<file path="src/rtl/regfile_pkg.sv">
// Shared constants for the multi-port register file: default geometry and
// RISC-V ABI register indices used by decode and test code.
package regfile_pkg;

  localparam int XLEN_DEF  = 32;
  localparam int NREGS_DEF = 32;
  localparam int NRD_DEF   = 2;

  localparam int REG_ZERO = 0;
  localparam int REG_RA   = 1;
  localparam int REG_SP   = 2;
  localparam int REG_GP   = 3;
  localparam int REG_TP   = 4;
  localparam int REG_T0   = 5;
  localparam int REG_T1   = 6;
  localparam int REG_T2   = 7;
  localparam int REG_S0   = 8;
  localparam int REG_S1   = 9;
  localparam int REG_A0   = 10;
  localparam int REG_A1   = 11;

endpackage

</file>
<file path="src/rtl/regfile_rd_port.sv">
// One read port: scoreboard-gated acceptance, same-cycle write bypass,
// x0 forcing and the registered data/ack outputs.
module regfile_rd_port
  import regfile_pkg::*;
#(
  parameter int XLEN    = XLEN_DEF,
  parameter int NREGS   = NREGS_DEF,
  parameter int ZERO_X0 = 1,
  parameter int AW      = $clog2(NREGS)
) (
  input  logic             clk,
  input  logic             reset,
  input  logic [AW-1:0]    addr,
  input  logic             addr_valid,
  input  logic [NREGS-1:0] busy,
  input  logic [XLEN-1:0]  reg_data,
  input  logic [AW-1:0]    wr_addr,
  input  logic [XLEN-1:0]  wr_data,
  input  logic             wr_data_valid,
  output logic [XLEN-1:0]  data,
  output logic             ack
);

  logic            hit;
  logic            accept;
  logic            is_zero;
  logic [XLEN-1:0] sel_data;

  assign hit     = wr_data_valid && (wr_addr == addr);
  assign is_zero = (ZERO_X0 != 0) && (addr == '0);
  // The busy bit is the pre-reservation value, so a same-cycle reservation
  // never stalls this read; a landing write unblocks it through the bypass.
  assign accept  = addr_valid && (!busy[addr] || hit);

  always_comb begin
    // NOTE: default assignment first so every path drives sel_data and no latch is inferred.
    sel_data = reg_data;
    if (is_zero) sel_data = '0;
    else if (hit) sel_data = wr_data;
  end

  // NOTE: sequential state uses non-blocking assignments so all flops update from pre-edge values.
  always_ff @(posedge clk) begin
    if (reset) begin
      data <= '0;
      ack  <= 1'b0;
    end else begin
      ack <= accept;
      if (accept) data <= sel_data;
    end
  end

endmodule

</file>
<file path="src/rtl/regfile_mp.sv">
// Parametrised register file with NRD read ports, one write port, x0 tied
// to zero, write-to-read bypass and a per-register busy scoreboard.
module regfile_mp
  import regfile_pkg::*;
#(
  parameter int XLEN    = XLEN_DEF,
  parameter int NREGS   = NREGS_DEF,
  parameter int NRD     = NRD_DEF,
  parameter int ZERO_X0 = 1,
  parameter int AW      = $clog2(NREGS)
) (
  input  logic                clk,
  input  logic                reset,
  input  logic [NRD*AW-1:0]   rd_addr,
  input  logic [NRD-1:0]      rd_addr_valid,
  output logic [NRD*XLEN-1:0] rd_data,
  output logic [NRD-1:0]      rd_data_ack,
  input  logic [AW-1:0]       wr_addr,
  input  logic [XLEN-1:0]     wr_data,
  input  logic                wr_data_valid,
  output logic                wr_ack,
  input  logic [AW-1:0]       rsv_addr,
  input  logic                rsv_valid,
  output logic [NREGS-1:0]    busy
);

  logic [XLEN-1:0]  regs [NREGS];
  logic [NREGS-1:0] busy_next;
  logic             wr_en;
  logic             rsv_en;

  assign wr_en  = wr_data_valid && !((ZERO_X0 != 0) && (wr_addr == '0));
  assign rsv_en = rsv_valid && !((ZERO_X0 != 0) && (rsv_addr == '0));

  // NOTE: the array is reset explicitly because software expects all registers to read zero after reset.
  always_ff @(posedge clk) begin
    if (reset) begin
      for (int i = 0; i < NREGS; i++) regs[i] <= '0;
    end else if (wr_en) begin
      regs[wr_addr] <= wr_data;
    end
  end

  // The set follows the clear so a same-cycle reservation (newer producer) wins.
  always_comb begin
    busy_next = busy;
    if (wr_data_valid) busy_next[wr_addr] = 1'b0;
    if (rsv_en) busy_next[rsv_addr] = 1'b1;
  end

  always_ff @(posedge clk) begin
    if (reset) begin
      busy   <= '0;
      wr_ack <= 1'b0;
    end else begin
      busy   <= busy_next;
      wr_ack <= wr_data_valid;
    end
  end

  for (genvar p = 0; p < NRD; p++) begin : g_rd
    logic [AW-1:0] port_addr;
    assign port_addr = rd_addr[p*AW +: AW];

    regfile_rd_port #(
      .XLEN    (XLEN),
      .NREGS   (NREGS),
      .ZERO_X0 (ZERO_X0),
      .AW      (AW)
    ) u_port (
      .clk           (clk),
      .reset         (reset),
      .addr          (port_addr),
      .addr_valid    (rd_addr_valid[p]),
      .busy          (busy),
      .reg_data      (regs[port_addr]),
      .wr_addr       (wr_addr),
      .wr_data       (wr_data),
      .wr_data_valid (wr_data_valid),
      .data          (rd_data[p*XLEN +: XLEN]),
      .ack           (rd_data_ack[p])
    );
  end

endmodule

</file>
<file path="config.mk">
export PLATFORM = sky130hd
export DESIGN_NAME = regfile_mp
export DESIGN_NICKNAME = d
export VERILOG_FILES = /design/src/rtl/regfile_pkg.sv /design/src/rtl/regfile_rd_port.sv /design/src/rtl/regfile_mp.sv
export SDC_FILE = /design/constraint.sdc
export NUM_CORES = 2
export LEC_CHECK = 0
export BUFFER_PORTS_ARGS = -buffer_cell sky130_fd_sc_hd__buf_2
export CAP_MARGIN = 10
export CORE_MARGIN = 2
export CORE_UTILIZATION = 55
export DETAILED_ROUTE_END_ITERATION = 8
export GPL_TIMING_DRIVEN = 1
export PLACE_DENSITY_LB_ADDON = 0.15
export SYNTH_ARGS = -nofsm -noshare
export SYNTH_HDL_FRONTEND = slang
export SYNTH_SLANG_ARGS = --single-unit
</file>
<file path="constraint.sdc">
create_clock -name clk -period 8.06 [get_ports clk]
set_input_delay 1.209 -clock clk [delete_from_list [all_inputs] [get_ports clk]]
set_output_delay 1.209 -clock clk [all_outputs]
set_load 0.005 [all_outputs]
</file>
Yosys cells after proc, flatten, opt, wreduce, memory -nomap -nowiden
Memories as Yosys holds them, arrays and structs flattened. Index checks and enable logic that the tools add are counted.

$lt $le $gt $ge: 6. Eq/ne operators: 2. Mux-type cells: 22. Bitwise logic cells: 3. Reductions and logical operators: 19.

Operators with widths (count): $mux W32 (7); $and A32 B32 Y32 (1); $not A32 Y32 (1); $or A32 B32 Y32 (1); $reduce_or A32 Y1 (1); $lt A5 B6 Y1 const B (4); $logic_not A5 Y1 (4); $bmux W1 S5 (2); $demux W1 S5 (2); $eq A5 B5 Y1 (2); $ge A5 B1 Y1 const B (2); $mux W1 (10); $logic_and A1 B1 Y1 (8); $mux W5 (1); $logic_not A1 Y1 (4); $logic_or A1 B1 Y1 (2).

Register bits after elaboration: 99. Bits in writable memories: 1024. Bits of input ports: 58. Output and inout port bits: 99. Logic and storage cells: 59. Memories: 1.

Memory list: regs (words 32, bits a word 32, rd ports 2, clocked after Yosys merged registers in 0, wr ports 32, line regfile_mp.sv:27) `logic [XLEN-1:0] regs [NREGS];`.

Logic depth before layout (Yosys ltp)
Word-level depth: 9. Mapped depth: 12.

Modules after synthesis
A second synthesis with hierarchy kept.

Cells, all modules: 5087. Area, all modules: 60583.1 sq um.

By module, submodules not included: regfile_mp (times used 1, cells each 4775, area each 56999.7 sq um); regfile_rd_port (times used 2, cells each 156, area each 1791.7 sq um).

Worst setup path after synthesis
Ideal clock, no wire load.

Kind: input to register. Start point: input wr_addr[3]. End point: register busy[1]. Setup time: 0.219 ns. Arrival: 3.740 ns. Required time: 7.841 ns. Setup slack: 4.102 ns. Cell stages on the path: 5. Buffers on the path: 2. Cells stage by stage: clkbuf_1 -> or3_1 -> clkbuf_1 -> o21bai_1 -> o32ai_1.

Word-level cells in the longest chain between the ends: 9.

Ends and longest elaborated chain: start, declared (line regfile_mp.sv:18) `input logic [AW-1:0] wr_addr,`; $lt A5 B6 Y1 (not written as such) / $ge A5 B1 Y1 (equally long branches) (line regfile_mp.sv:47) `if (wr_data_valid) busy_next[wr_addr] = 1'b0;`; $logic_and A1 B1 Y1 (not written as such) (line regfile_mp.sv:47); $mux W1 (not written as such) (line regfile_mp.sv:47); $demux W1 S5 * (line regfile_mp.sv:47); $not A32 Y32 (no line) *; $and A32 B32 Y32 (no line) *; $mux W32 * (line regfile_mp.sv:47); $or A32 B32 Y32 (no line); $mux W32 * (line regfile_mp.sv:48) `if (rsv_en) busy_next[rsv_addr] = 1'b1;`; end signal, assigned (line regfile_mp.sv:56) `busy <= busy_next;`; end, declared (line regfile_mp.sv:24) `output logic [NREGS-1:0] busy`.

Every way passes the cells marked *; elsewhere a longest branch is shown, timed or not. A chain may end at the register's enable or synchronous reset.

Worst setup path after layout
Start point: input rd_addr[2]. End point: register g_rd[0].u_port.data[24].

Word-level cells in the longest chain between the ends: 5.

Ends and longest elaborated chain: start, declared (line regfile_mp.sv:14) `input logic [NRD*AW-1:0] rd_addr,`; $bmux W1 S5 (line regfile_rd_port.sv:33) `assign accept = addr_valid && (!busy[addr] || hit);`; $mux W1 (not written as such) (line regfile_rd_port.sv:33); $logic_not A1 Y1 (line regfile_rd_port.sv:33); $logic_or A1 B1 Y1 (line regfile_rd_port.sv:33); $logic_and A1 B1 Y1 (line regfile_rd_port.sv:33); end signal, assigned (line regfile_rd_port.sv:49) `if (accept) data <= sel_data;`; end, declared (line regfile_rd_port.sv:20) `output logic [XLEN-1:0] data,`.

Several ways; a longest one is shown, not always the timed one. The select of a mux whose other input is x is not followed.

==> metrics.txt <==
wire length per cell 34.6 microns; placed insts 5471; Initial Util 0.555; FF/Latch Area 32700 sq um; Yosys reg bits 1123; first-pass GRT wire length 279000 microns; HP Start g_rd[0].u_port.data[0]; Die H 333 microns; Clock Latency Late Sink 0.74 ns; vias in the first global route 38810; CP Launch Type primary input; Fill cells 8208; I/O pin total 157; antenna-violating nets left 0; CTS Hold Bufs 0; cell count after synthesis 4225; Post-CTS Resized 0; Post-Syn Area per Cell 14.1 sq um; Design Area, Final 65000 sq um; Layout Cells excl Fill 5700; clock slew at reported path FFs 0.06 ns; share of cells above drive strength 1 0.232; Area Overhead vs Synth 9.25%; Via density 6.95; most frequent cells in the layout 1024 x edfxtp_1, 994 x and2_1, 444 x mux4_2; outcome finished, final reports clean; WHS 0.481 ns; sequential cell area fraction in the yosys report 0.550; static leakage 22.8 nW; final setup margin 3.97 ns; Tcrit/Tclk final 0.507; final setup fails 0; Post-DP HPWL 112000 microns; arrival time worst endpoint 4.76 ns; Required @ worst endpoint 8.73 ns; num rows 120; worst vdd ir 183 uV; postcts setup bufs 0; RSZ-0062 raised after global routing no; Max-slew headroom 0.0987; Crit. Startpoint rd_addr[2]; Core ar. 107000 sq um; Worst Setup End Kind flip-flop; DRC viols 0; Nets 4250; most common cell after layout, fill and taps aside edfxtp_1; Worst Skew 0.0208 ns; worst slew pin tran 1.35 ns; largest net degree at the start of global routing 104; Post-synth EDFFs 1024; number of max-cap violations 0; CTS Buf Count 120; H-tree levels 3; CTS tree done; area of the multi-input gates 25000 sq um; Synth cell types 59; Port-buffer cells 156; r2r startpoint busy[19]; Netlist Area Pre-Place 59500 sq um; Die W 333 microns; PD cells 214 nW/um^2; RD Place Congestion 0.917; Synth warnings 0; crit-path max FO 26; Tot GR Track Use 0.354; grt total ovfl 0; Die Area 111000 sq um; CTS Root Cell clkbuf_16; # clock sinks 1123; main flop type after synthesis edfxtp_1; Initial DRC Count 5842; router iterations before antenna repair 6; Tmin final 4.09 ns; Max Root-Sink Buffers 3; Final Max Slew Viols 0; fmax 0.245 GHz; initial antenna violation count 13; vias 39587; placed inst area 61200 sq um; dpl ws 3.13 ns; WL final 197000 microns; type of the worst setup path in -> reg; ys async rst share 0; final setup TNS 0 ns; Hold Crit Class reg -> reg; final hold vios 0
==> stage by stage <==
stage | util | power (mW)
after floorplan | - | 7.97
after global placement | 0.571 | 8.58
after detailed placement | 0.571 | 8.61
after CTS | 0.606 | 13.9
after global routing | 0.606 | 14.3
final | 0.606 | 13.9
==> critical path, cell delays in order <==
cell and delay [ns]:
buf_2 0.64, buf_4 0.46, nor2b_4 0.24, buf_4 0.49
buf_4 0.54, a22oi_1 0.19, nand2_1 0.25, o22ai_1 0.13
nor3_1 0.32, mux2_2 0.21
==> registers in the layout (all words and copies together), names as in the netlist <==
signal and count:
wr_ack 1, g_rd.u_port.data 64, busy 32, regs 1024, g_rd.u_port.ack 2
==> layout make-up <==
| type | count | area share |
|---|---|---|
| flip-flops and latches | 1123 | 0.503 |
| multi-input cells | 2675 | 0.385 |
| clock buffers | 167 | 0.0501 |
| well taps | 1403 | 0.0270 |
| repair buffers | 262 | 0.0265 |
| clock inverters | 57 | 0.00745 |
| inverters | 10 | 0.000577 |
| diodes | 3 | 0.000115 |
==> layer usage <==
metal / vias up / wire (microns) / global-route usage
li1: 16066 / - / -
met1: 20257 / 73300 / 0.489
met4: 8 / 8220 / 0.139
met2: 2746 / 90500 / 0.541
met3: 510 / 25200 / 0.0920
met5: - / 84 / 0
==> power by group <==
group          switching (mW)  internal (mW)
sequential              0.191           6.68
combinational            1.02          0.652
clock                    2.35           3.03
==> path summary, 6_finish.rpt <==
kind	end	slack, ns	depth (start not counted)
setup reg to reg	g_rd[0].u_port.data[24]	5.36	7
hold / removal	g_rd[0].u_port.data[0]	0.48	2
setup / recovery	g_rd[0].u_port.data[24]	3.97	10
hold reg to reg	g_rd[0].u_port.data[0]	0.48	2
==> cell usage after synthesis (all sizes together), types with 2 or more instances <==
| library cell | instances | share of area |
|---|---|---|
| mux4 | 445 | 0.17 |
| o22ai | 68 | 0.0071 |
| edfxtp | 1024 | 0.52 |
| nor2 | 86 | 0.0055 |
| o41ai | 15 | 0.0035 |
| xnor2 | 9 | 0.0013 |
| o211ai | 15 | 0.0019 |
| a211oi | 4 | 0.00050 |
| dfxtp | 99 | 0.033 |
| nand3 | 11 | 0.00093 |
| inv | 10 | 0.00063 |
| or3b | 2 | 0.00029 |
| o31ai | 19 | 0.0026 |
| clkbuf | 318 | 0.020 |
| buf | 130 | 0.016 |
| a22oi | 187 | 0.024 |
| o221ai | 43 | 0.0064 |
| nand2 | 117 | 0.0074 |
| a21oi | 58 | 0.0049 |
| mux2 | 31 | 0.0065 |
| nor3 | 56 | 0.0047 |
| nand2b | 37 | 0.0039 |
| a221oi | 19 | 0.0029 |
| a22o | 3 | 0.00044 |
| mux2i | 171 | 0.029 |
| o21ai | 73 | 0.0061 |
| a32oi | 3 | 0.00044 |
| a31oi | 13 | 0.0014 |
| and2 | 995 | 0.10 |
| nand4 | 2 | 0.00021 |
| or2 | 30 | 0.0032 |
| and3 | 4 | 0.00042 |
| a21o | 2 | 0.00025 |
| o32ai | 5 | 0.00074 |
| nand3b | 40 | 0.0050 |
| o21bai | 5 | 0.00063 |
| nor2b | 41 | 0.0043 |
| nor3b | 24 | 0.0030 |
| or3 | 4 | 0.00042 |
==> cells by family (layout without fill, tap and decap cells) <==
| group | after synthesis | in the layout | synth area share |
|---|---|---|---|
| AOI/OAI and AO/OA | 536 | 536 | 0.0643 |
| xor gates and xnor gates | 10 | 10 | 0.00147 |
| buffers and inverters | 458 | 496 | 0.0363 |
| DFF | 1123 | 1123 | 0.550 |
| muxes | 647 | 647 | 0.204 |
| other | 1 | 35 | 0.0000630 |
| and+or+nand+nor | 1450 | 1450 | 0.144 |
No activity file was read; power rests on OpenSTA's default activity.
